<file path="config.mk">
export PLATFORM = sky130hd
export DESIGN_NAME = steer_ctrl
export DESIGN_NICKNAME = d
export VERILOG_FILES = /design/src/rtl/steer_ctrl.sv
export SDC_FILE = /design/constraint.sdc
export NUM_CORES = 1
export LEC_CHECK = 0
export BUFFER_PORTS_ARGS = -buffer_cell sky130_fd_sc_hd__buf_4
export CORE_MARGIN = 5
export CORE_UTILIZATION = 25
export CTS_BUF_LIST = sky130_fd_sc_hd__clkbuf_4
export DETAILED_ROUTE_END_ITERATION = 16
export PLACE_DENSITY_LB_ADDON = 0.05
export SKIP_LAST_GASP = 1
export SYNTH_ARGS = -nofsm -noshare
export SYNTH_HDL_FRONTEND = slang
export SYNTH_SLANG_ARGS = --single-unit
</file>
<file path="constraint.sdc">
create_clock -name clk -period 7.27 [get_ports clk]
set_input_delay 1.8175 -clock clk [delete_from_list [all_inputs] [get_ports clk]]
set_output_delay 1.8175 -clock clk [all_outputs]
set_load 0.01 [all_outputs]
</file>
<file path="src/rtl/steer_ctrl.sv">
// Pan-servo steering sequencer: turns absolute CCR targets into one hold/dec/inc/center
// command per servo update period, tracking a shadow of the servo CCR.
module steer_ctrl #(
  parameter int unsigned UPDATE_CYCLES = 1080000,
  parameter int unsigned CCR_MIN       = 27000,
  parameter int unsigned CCR_MAX       = 54000,
  parameter int unsigned CCR_CENTER    = 40500,
  parameter int unsigned STEP          = 100,
  parameter int unsigned SETTLE_TICKS  = 5,
  parameter int unsigned IDLE_TICKS    = 250
) (
  input  logic        clk,
  input  logic        rst,
  input  logic        tgt_valid,
  input  logic [20:0] tgt_ccr,
  output logic        tgt_ready,
  input  logic        center_req,
  output logic [1:0]  direct,
  output logic        busy,
  output logic [20:0] pos,
  output logic        at_target
);

  localparam int CNT_W = $clog2(UPDATE_CYCLES + 1);
  localparam int IDLE_W = $clog2(IDLE_TICKS + 1);
  localparam int SET_W = $clog2(SETTLE_TICKS + 1);

  localparam logic [CNT_W-1:0]  CNT_LAST   = CNT_W'(UPDATE_CYCLES - 1);
  localparam logic [IDLE_W-1:0] IDLE_MAX   = IDLE_W'(IDLE_TICKS);
  localparam logic [IDLE_W-1:0] IDLE_PRE   = IDLE_W'(IDLE_TICKS - 1);
  localparam logic [SET_W-1:0]  SET_LOAD   = SET_W'(SETTLE_TICKS);
  localparam logic [SET_W-1:0]  SET_ONE    = SET_W'(1);
  localparam logic [20:0]       MIN_C      = 21'(CCR_MIN);
  localparam logic [20:0]       MAX_C      = 21'(CCR_MAX);
  localparam logic [20:0]       CTR_C      = 21'(CCR_CENTER);
  localparam logic [20:0]       STEP_C     = 21'(STEP);
  localparam logic [20:0]       DEC_FLOOR  = 21'(CCR_MIN + STEP);
  localparam logic [20:0]       INC_CEIL   = 21'(CCR_MAX - STEP);

  typedef enum logic [1:0] {IDLE, MOVE, SETTLE, CENTER} state_t;

  state_t             state_reg, state_next;
  logic [CNT_W-1:0]   cnt_reg;
  logic [1:0]         direct_reg, direct_next;
  logic [20:0]        pos_reg, pos_next, pos_upd;
  logic [20:0]        tgt_reg, tgt_next, tgt_clamped;
  logic               at_target_reg, at_target_next;
  logic               ctr_pend_reg, ctr_pend_next;
  logic               ready_ok_reg;
  logic [IDLE_W-1:0]  idle_cnt_reg, idle_cnt_next;
  logic [SET_W-1:0]   settle_cnt_reg, settle_cnt_next;
  logic               tick, accept, idle_expire;

  // Distance test written both ways round so the unsigned subtraction never wraps.
  function automatic logic far(input logic [20:0] a, input logic [20:0] b);
    return (a >= b) ? ((a - b) >= STEP_C) : ((b - a) >= STEP_C);
  endfunction

  assign tick      = (cnt_reg == CNT_LAST);
  assign tgt_ready = ready_ok_reg & ~ctr_pend_reg & (state_reg != CENTER);
  assign direct    = direct_reg;
  assign pos       = pos_reg;
  assign at_target = at_target_reg;
  assign busy      = (state_reg != IDLE);

  assign tgt_clamped = (tgt_ccr < MIN_C) ? MIN_C : ((tgt_ccr > MAX_C) ? MAX_C : tgt_ccr);

  // A pending center (explicit or timeout) takes priority over a target in the same cycle.
  assign idle_expire = tick & ~ctr_pend_reg & (state_reg == IDLE) & ~far(tgt_reg, pos_upd)
                     & (idle_cnt_reg == IDLE_PRE) & (pos_upd != CTR_C);
  assign accept = tgt_valid & tgt_ready & ~center_req & ~idle_expire;

  always_comb begin
    pos_upd = pos_reg;
    case (direct_reg)
      2'b01:   pos_upd = (pos_reg < DEC_FLOOR) ? MIN_C : pos_reg - STEP_C;
      2'b10:   pos_upd = (pos_reg > INC_CEIL) ? MAX_C : pos_reg + STEP_C;
      2'b11:   pos_upd = CTR_C;
      default: pos_upd = pos_reg;
    endcase
  end

  always_comb begin
    state_next      = state_reg;
    direct_next     = direct_reg;
    pos_next        = pos_reg;
    tgt_next        = accept ? tgt_clamped : tgt_reg;
    at_target_next  = at_target_reg;
    ctr_pend_next   = ctr_pend_reg;
    idle_cnt_next   = accept ? '0 : idle_cnt_reg;
    settle_cnt_next = settle_cnt_reg;

    if (tick) begin
      pos_next = pos_upd;
      if (ctr_pend_reg) begin
        state_next    = CENTER;
        direct_next   = 2'b11;
        ctr_pend_next = 1'b0;
      end else if (state_reg == CENTER) begin
        tgt_next        = CTR_C;
        direct_next     = 2'b00;
        state_next      = SETTLE;
        settle_cnt_next = SET_LOAD;
      end else if (far(tgt_reg, pos_upd)) begin
        state_next  = MOVE;
        direct_next = (tgt_reg > pos_upd) ? 2'b10 : 2'b01;
      end else begin
        direct_next = 2'b00;
        case (state_reg)
          MOVE: begin
            state_next      = SETTLE;
            settle_cnt_next = SET_LOAD;
          end
          SETTLE: begin
            if (settle_cnt_reg <= SET_ONE) begin
              settle_cnt_next = '0;
              state_next      = IDLE;
            end else begin
              settle_cnt_next = settle_cnt_reg - SET_ONE;
            end
          end
          default: begin
            // Counter holds at its limit once the servo already sits at center.
            if (!accept && idle_cnt_reg != IDLE_MAX)
              idle_cnt_next = idle_cnt_reg + 1'b1;
            if (idle_expire)
              ctr_pend_next = 1'b1;
          end
        endcase
      end
      if (state_next != IDLE)
        idle_cnt_next = '0;
      at_target_next = ~far(tgt_next, pos_next);
    end

    if (center_req)
      ctr_pend_next = 1'b1;
  end

  always_ff @(posedge clk) begin
    if (rst) begin
      state_reg      <= IDLE;
      cnt_reg        <= '0;
      direct_reg     <= 2'b00;
      pos_reg        <= CTR_C;
      tgt_reg        <= CTR_C;
      at_target_reg  <= 1'b1;
      ctr_pend_reg   <= 1'b0;
      ready_ok_reg   <= 1'b0;
      idle_cnt_reg   <= '0;
      settle_cnt_reg <= '0;
    end else begin
      state_reg      <= state_next;
      cnt_reg        <= tick ? '0 : cnt_reg + 1'b1;
      direct_reg     <= direct_next;
      pos_reg        <= pos_next;
      tgt_reg        <= tgt_next;
      at_target_reg  <= at_target_next;
      ctr_pend_reg   <= ctr_pend_next;
      ready_ok_reg   <= 1'b1;
      idle_cnt_reg   <= idle_cnt_next;
      settle_cnt_reg <= settle_cnt_next;
    end
  end

endmodule
</file>
==> results.yml <==
run_status:
  status: "complete, but fails checks"
  violations: "negative setup slack"
sta:
  final.period_utilization_pct: 105
  clock.fmax_mhz: 131
  hold_ws_ns: 0.485
  rsz0062_at_grt: "true"
  finalMaxSlewViolations: 0
  tightest_slew_ns: 1.04
  setup_viol: 1
  slew_headroom_pct: 30.5
  fin_skew_ns: 0.0552
  fin_setup_tns_ns: -0.341
  finalHoldViolCount: 0
  min_period_ns: 7.61
  fin_ws_ns: -0.341
synthesis:
  synth_fp_nets: 1538
  ys_seq_elements: 81
  synth_mux_area_share_pct: 2.74
  synth-simple-area-share_pct: 26.6
  yosysUniqueCellTypes: 96
  async_reset_ff_share_pct: 0
  ys_warn_count: 0
  synth_compound_area_share_pct: 30.8
  synth_xor_area_share_pct: 5.42
  synthAdderAreaFrac_pct: 11.8
  ys_seq_area_share_pct: 15.9
  synthCells: 1417
  synthFlopType: "dfxtp_1"
  synth_top_family_by_area: "compound AO/OA/AOI/OAI gates"
  syn_avg_cell_area_um2: 7.18
  synth_area_mm2: 0.0102
  synth-edff-count: 0
worst_setup_path:
  critical_path.max_fanout: 5
  crit_required_ns: 7.74
  critical_path_arrival_ns: 8.08
  max_stage_delay_ns: 0.37
  endpoint_kind: "flip-flop"
  crit_type: "flip-flop to flip-flop"
  crit_path_start_kind: "flip-flop"
  crit_path_frequent_cell: "buf_4"
  critPathSlowestCell: "dfxtp_2"
run:
  max-cap-violations: 0
power_and_ir_drop:
  p_switching_mw: 0.611
  clkPwrFrac_pct: 18.8
  internal-power_mw: 0.903
  power_leakage_nw: 7.12
  p_per_area_mw_per_mm2: 95.2
  switching_share_pct: 40.3
  comb_power_share_pct: 50.9
  ir_drop_v: 0.0000647
  p_seq_share_pct: 30.3
  p_total_mw: 1.51
place:
  io_buffers: 50
  dp_hpwl_mm: 40.2
  gp_congestion: 0.910
  dp_slack_ns: -1.35
final_layout:
  syn_to_final_growth_pct: 56.3
  final_util_pct: 39.2
  drive_gt1_share_pct: 40.7
  fin_nets: 2022
floorplanning:
  die-width_um: 212
  core_area_mm2: 0.0406
  rows: 74
  die-area_mm2: 0.0448
  fp.dieH_um: 212
  start_util_pct: 25.1
  pin_count: 51
clocking:
  clkTransAtPathRegs_ns: 0.19
  clock_path_buffers: 2
  clkLatencyLatePin_ns: 0.54
  cts_num_sinks: 81
  htreeDepth: 3
  cts_buffers: 9
  cts_hold_buf: 0
  cts_root_buf: "clkbuf_4"
  cts_tree: "done"
routing:
  drt_first_pass_iters: 5
  route.vias.total: 12600
  drc: 0
  drt-initial-drc-count: 941
  routed_wl_mm: 49.4
  wire_per_inst_um: 20.2
  vias_per_cell: 5.17
  ant_nets: 0
global_route:
  grt_max_degree: 43
  grt_pass1_wl_mm: 73.9
  track_usage_pct: 21.3
  grt_overflow: 0
  antenna_found_initial: 2
  grt_pass1_vias: 12200
min_path:
  worstHoldPathType: "flip-flop to flip-flop"
## layer usage
| layer | vias to the layer above | wire length (um) | global-route usage (%) |
|---|---|---|---|
| met5 | - | 0 | 0 |
| met4 | 0 | 1380 | 5.75 |
| met3 | 56 | 1770 | 2.46 |
| met2 | 293 | 21200 | 32.1 |
| met1 | 6030 | 25000 | 31.9 |
| li1 | 6229 | - | - |
## cells in the final DEF (no fill, tap or decap), types with 20 or more instances in the layout
cell type,instances
o21ai_0,61
dfxtp_1,68
a21o_1,22
xor2_1,31
a21oi_2,21
a211oi_1,27
ha_4,20
mux2i_1,20
a21oi_1,83
nor2_1,117
nand3_1,47
ha_1,70
buf_4,544
o211ai_1,22
xnor2_1,32
nor3_1,48
nand2_1,123
inv_1,78
## synthesized netlist by cell type, types with 11 or more instances
cell type	n	area, um2
a211oi_1	42	315
o21bai_1	11	82.6
a31oi_1	19	119
or3_1	17	106
o21ai_0	81	405
a221oi_1	12	105
and2_1	16	100
and3_1	14	87.6
a21o_1	22	165
nand4_1	19	119
a21oi_1	109	546
nand3_1	50	250
o211ai_1	22	165
buf_2	14	70.1
xor2_1	31	272
nor4_1	18	113
a211o_1	16	140
xnor2_1	32	280
nor2_1	123	462
nand2b_1	17	106
nor3_1	57	285
nand2_1	129	484
inv_1	83	312
ha_1	96	1200
clkbuf_1	56	210
mux2i_1	20	200
dfxtp_1	81	1620
## logic make-up after synthesis
logic type / Yosys count
XOR/XNOR: 63
AND/OR/NAND/NOR: 528
buffers and inverters: 169
AO/OA/AOI/OAI: 453
adder cells (fa/ha/maj): 96
flip-flops: 81
multiplexers: 27
## layout make-up
| type | instances | area (um2) |
|---|---|---|
| Clock buffer | 9 | 67.6 |
| Clock inverter | 7 | 51.3 |
| Timing Repair Buffer | 556 | 4240 |
| Sequential cell | 81 | 1640 |
| Fill cell | 4296 | 24600 |
| Inverter | 86 | 323 |
| Multi-Input combinational cell | 1167 | 8910 |
| Antenna cell | 2 | 5.00 |
| Tap cell | 532 | 666 |
## critical path, delay by kind of cell (launching register included)
family	cells	cell delay [ns]
mux	1	0.27
buf+inv	14	2.02
flops	1	0.37
compound gates	18	2.95
simple gates	8	1.50
fa+ha+maj	2	0.45
## timing repair
item / CTS / global route
endpoints found under the hold margin: 0 / 0
setup endpoints to repair: 1 / 1
setup buffers: 21 / 21
pin swaps: 42 / 62
resized for setup: 100 / 133
## power groups by stage
stage / logic (mW) / registers [mW] / clock network (mW)
2_1_floorplan: 0.362 / 0.464 / 0
3_3_place_gp: 0.668 / 0.468 / 0
3_5_place_dp: 0.663 / 0.468 / 0
4_1_cts: 0.710 / 0.458 / 0.298
5_1_grt: 0.831 / 0.460 / 0.310
6_report: 0.770 / 0.459 / 0.285
## final timing paths
check,start,slack [ns],to,cells after the start
hold / removal,cnt_reg[0],0.48,cnt_reg[0],1
setup reg to reg,pos[20],-0.34,at_target,43
hold reg to reg,cnt_reg[0],0.48,cnt_reg[0],1
setup / recovery,pos[20],-0.34,at_target,43
## per-stage QoR
stage	instance area (um2)	instances
floorplan	10200	1417
global placement	14400	2382
detailed placement	14400	2382
CTS	15200	2418
global route	15900	2440
finish	15900	2440
Note: power is estimated with default switching activity, not from simulation.
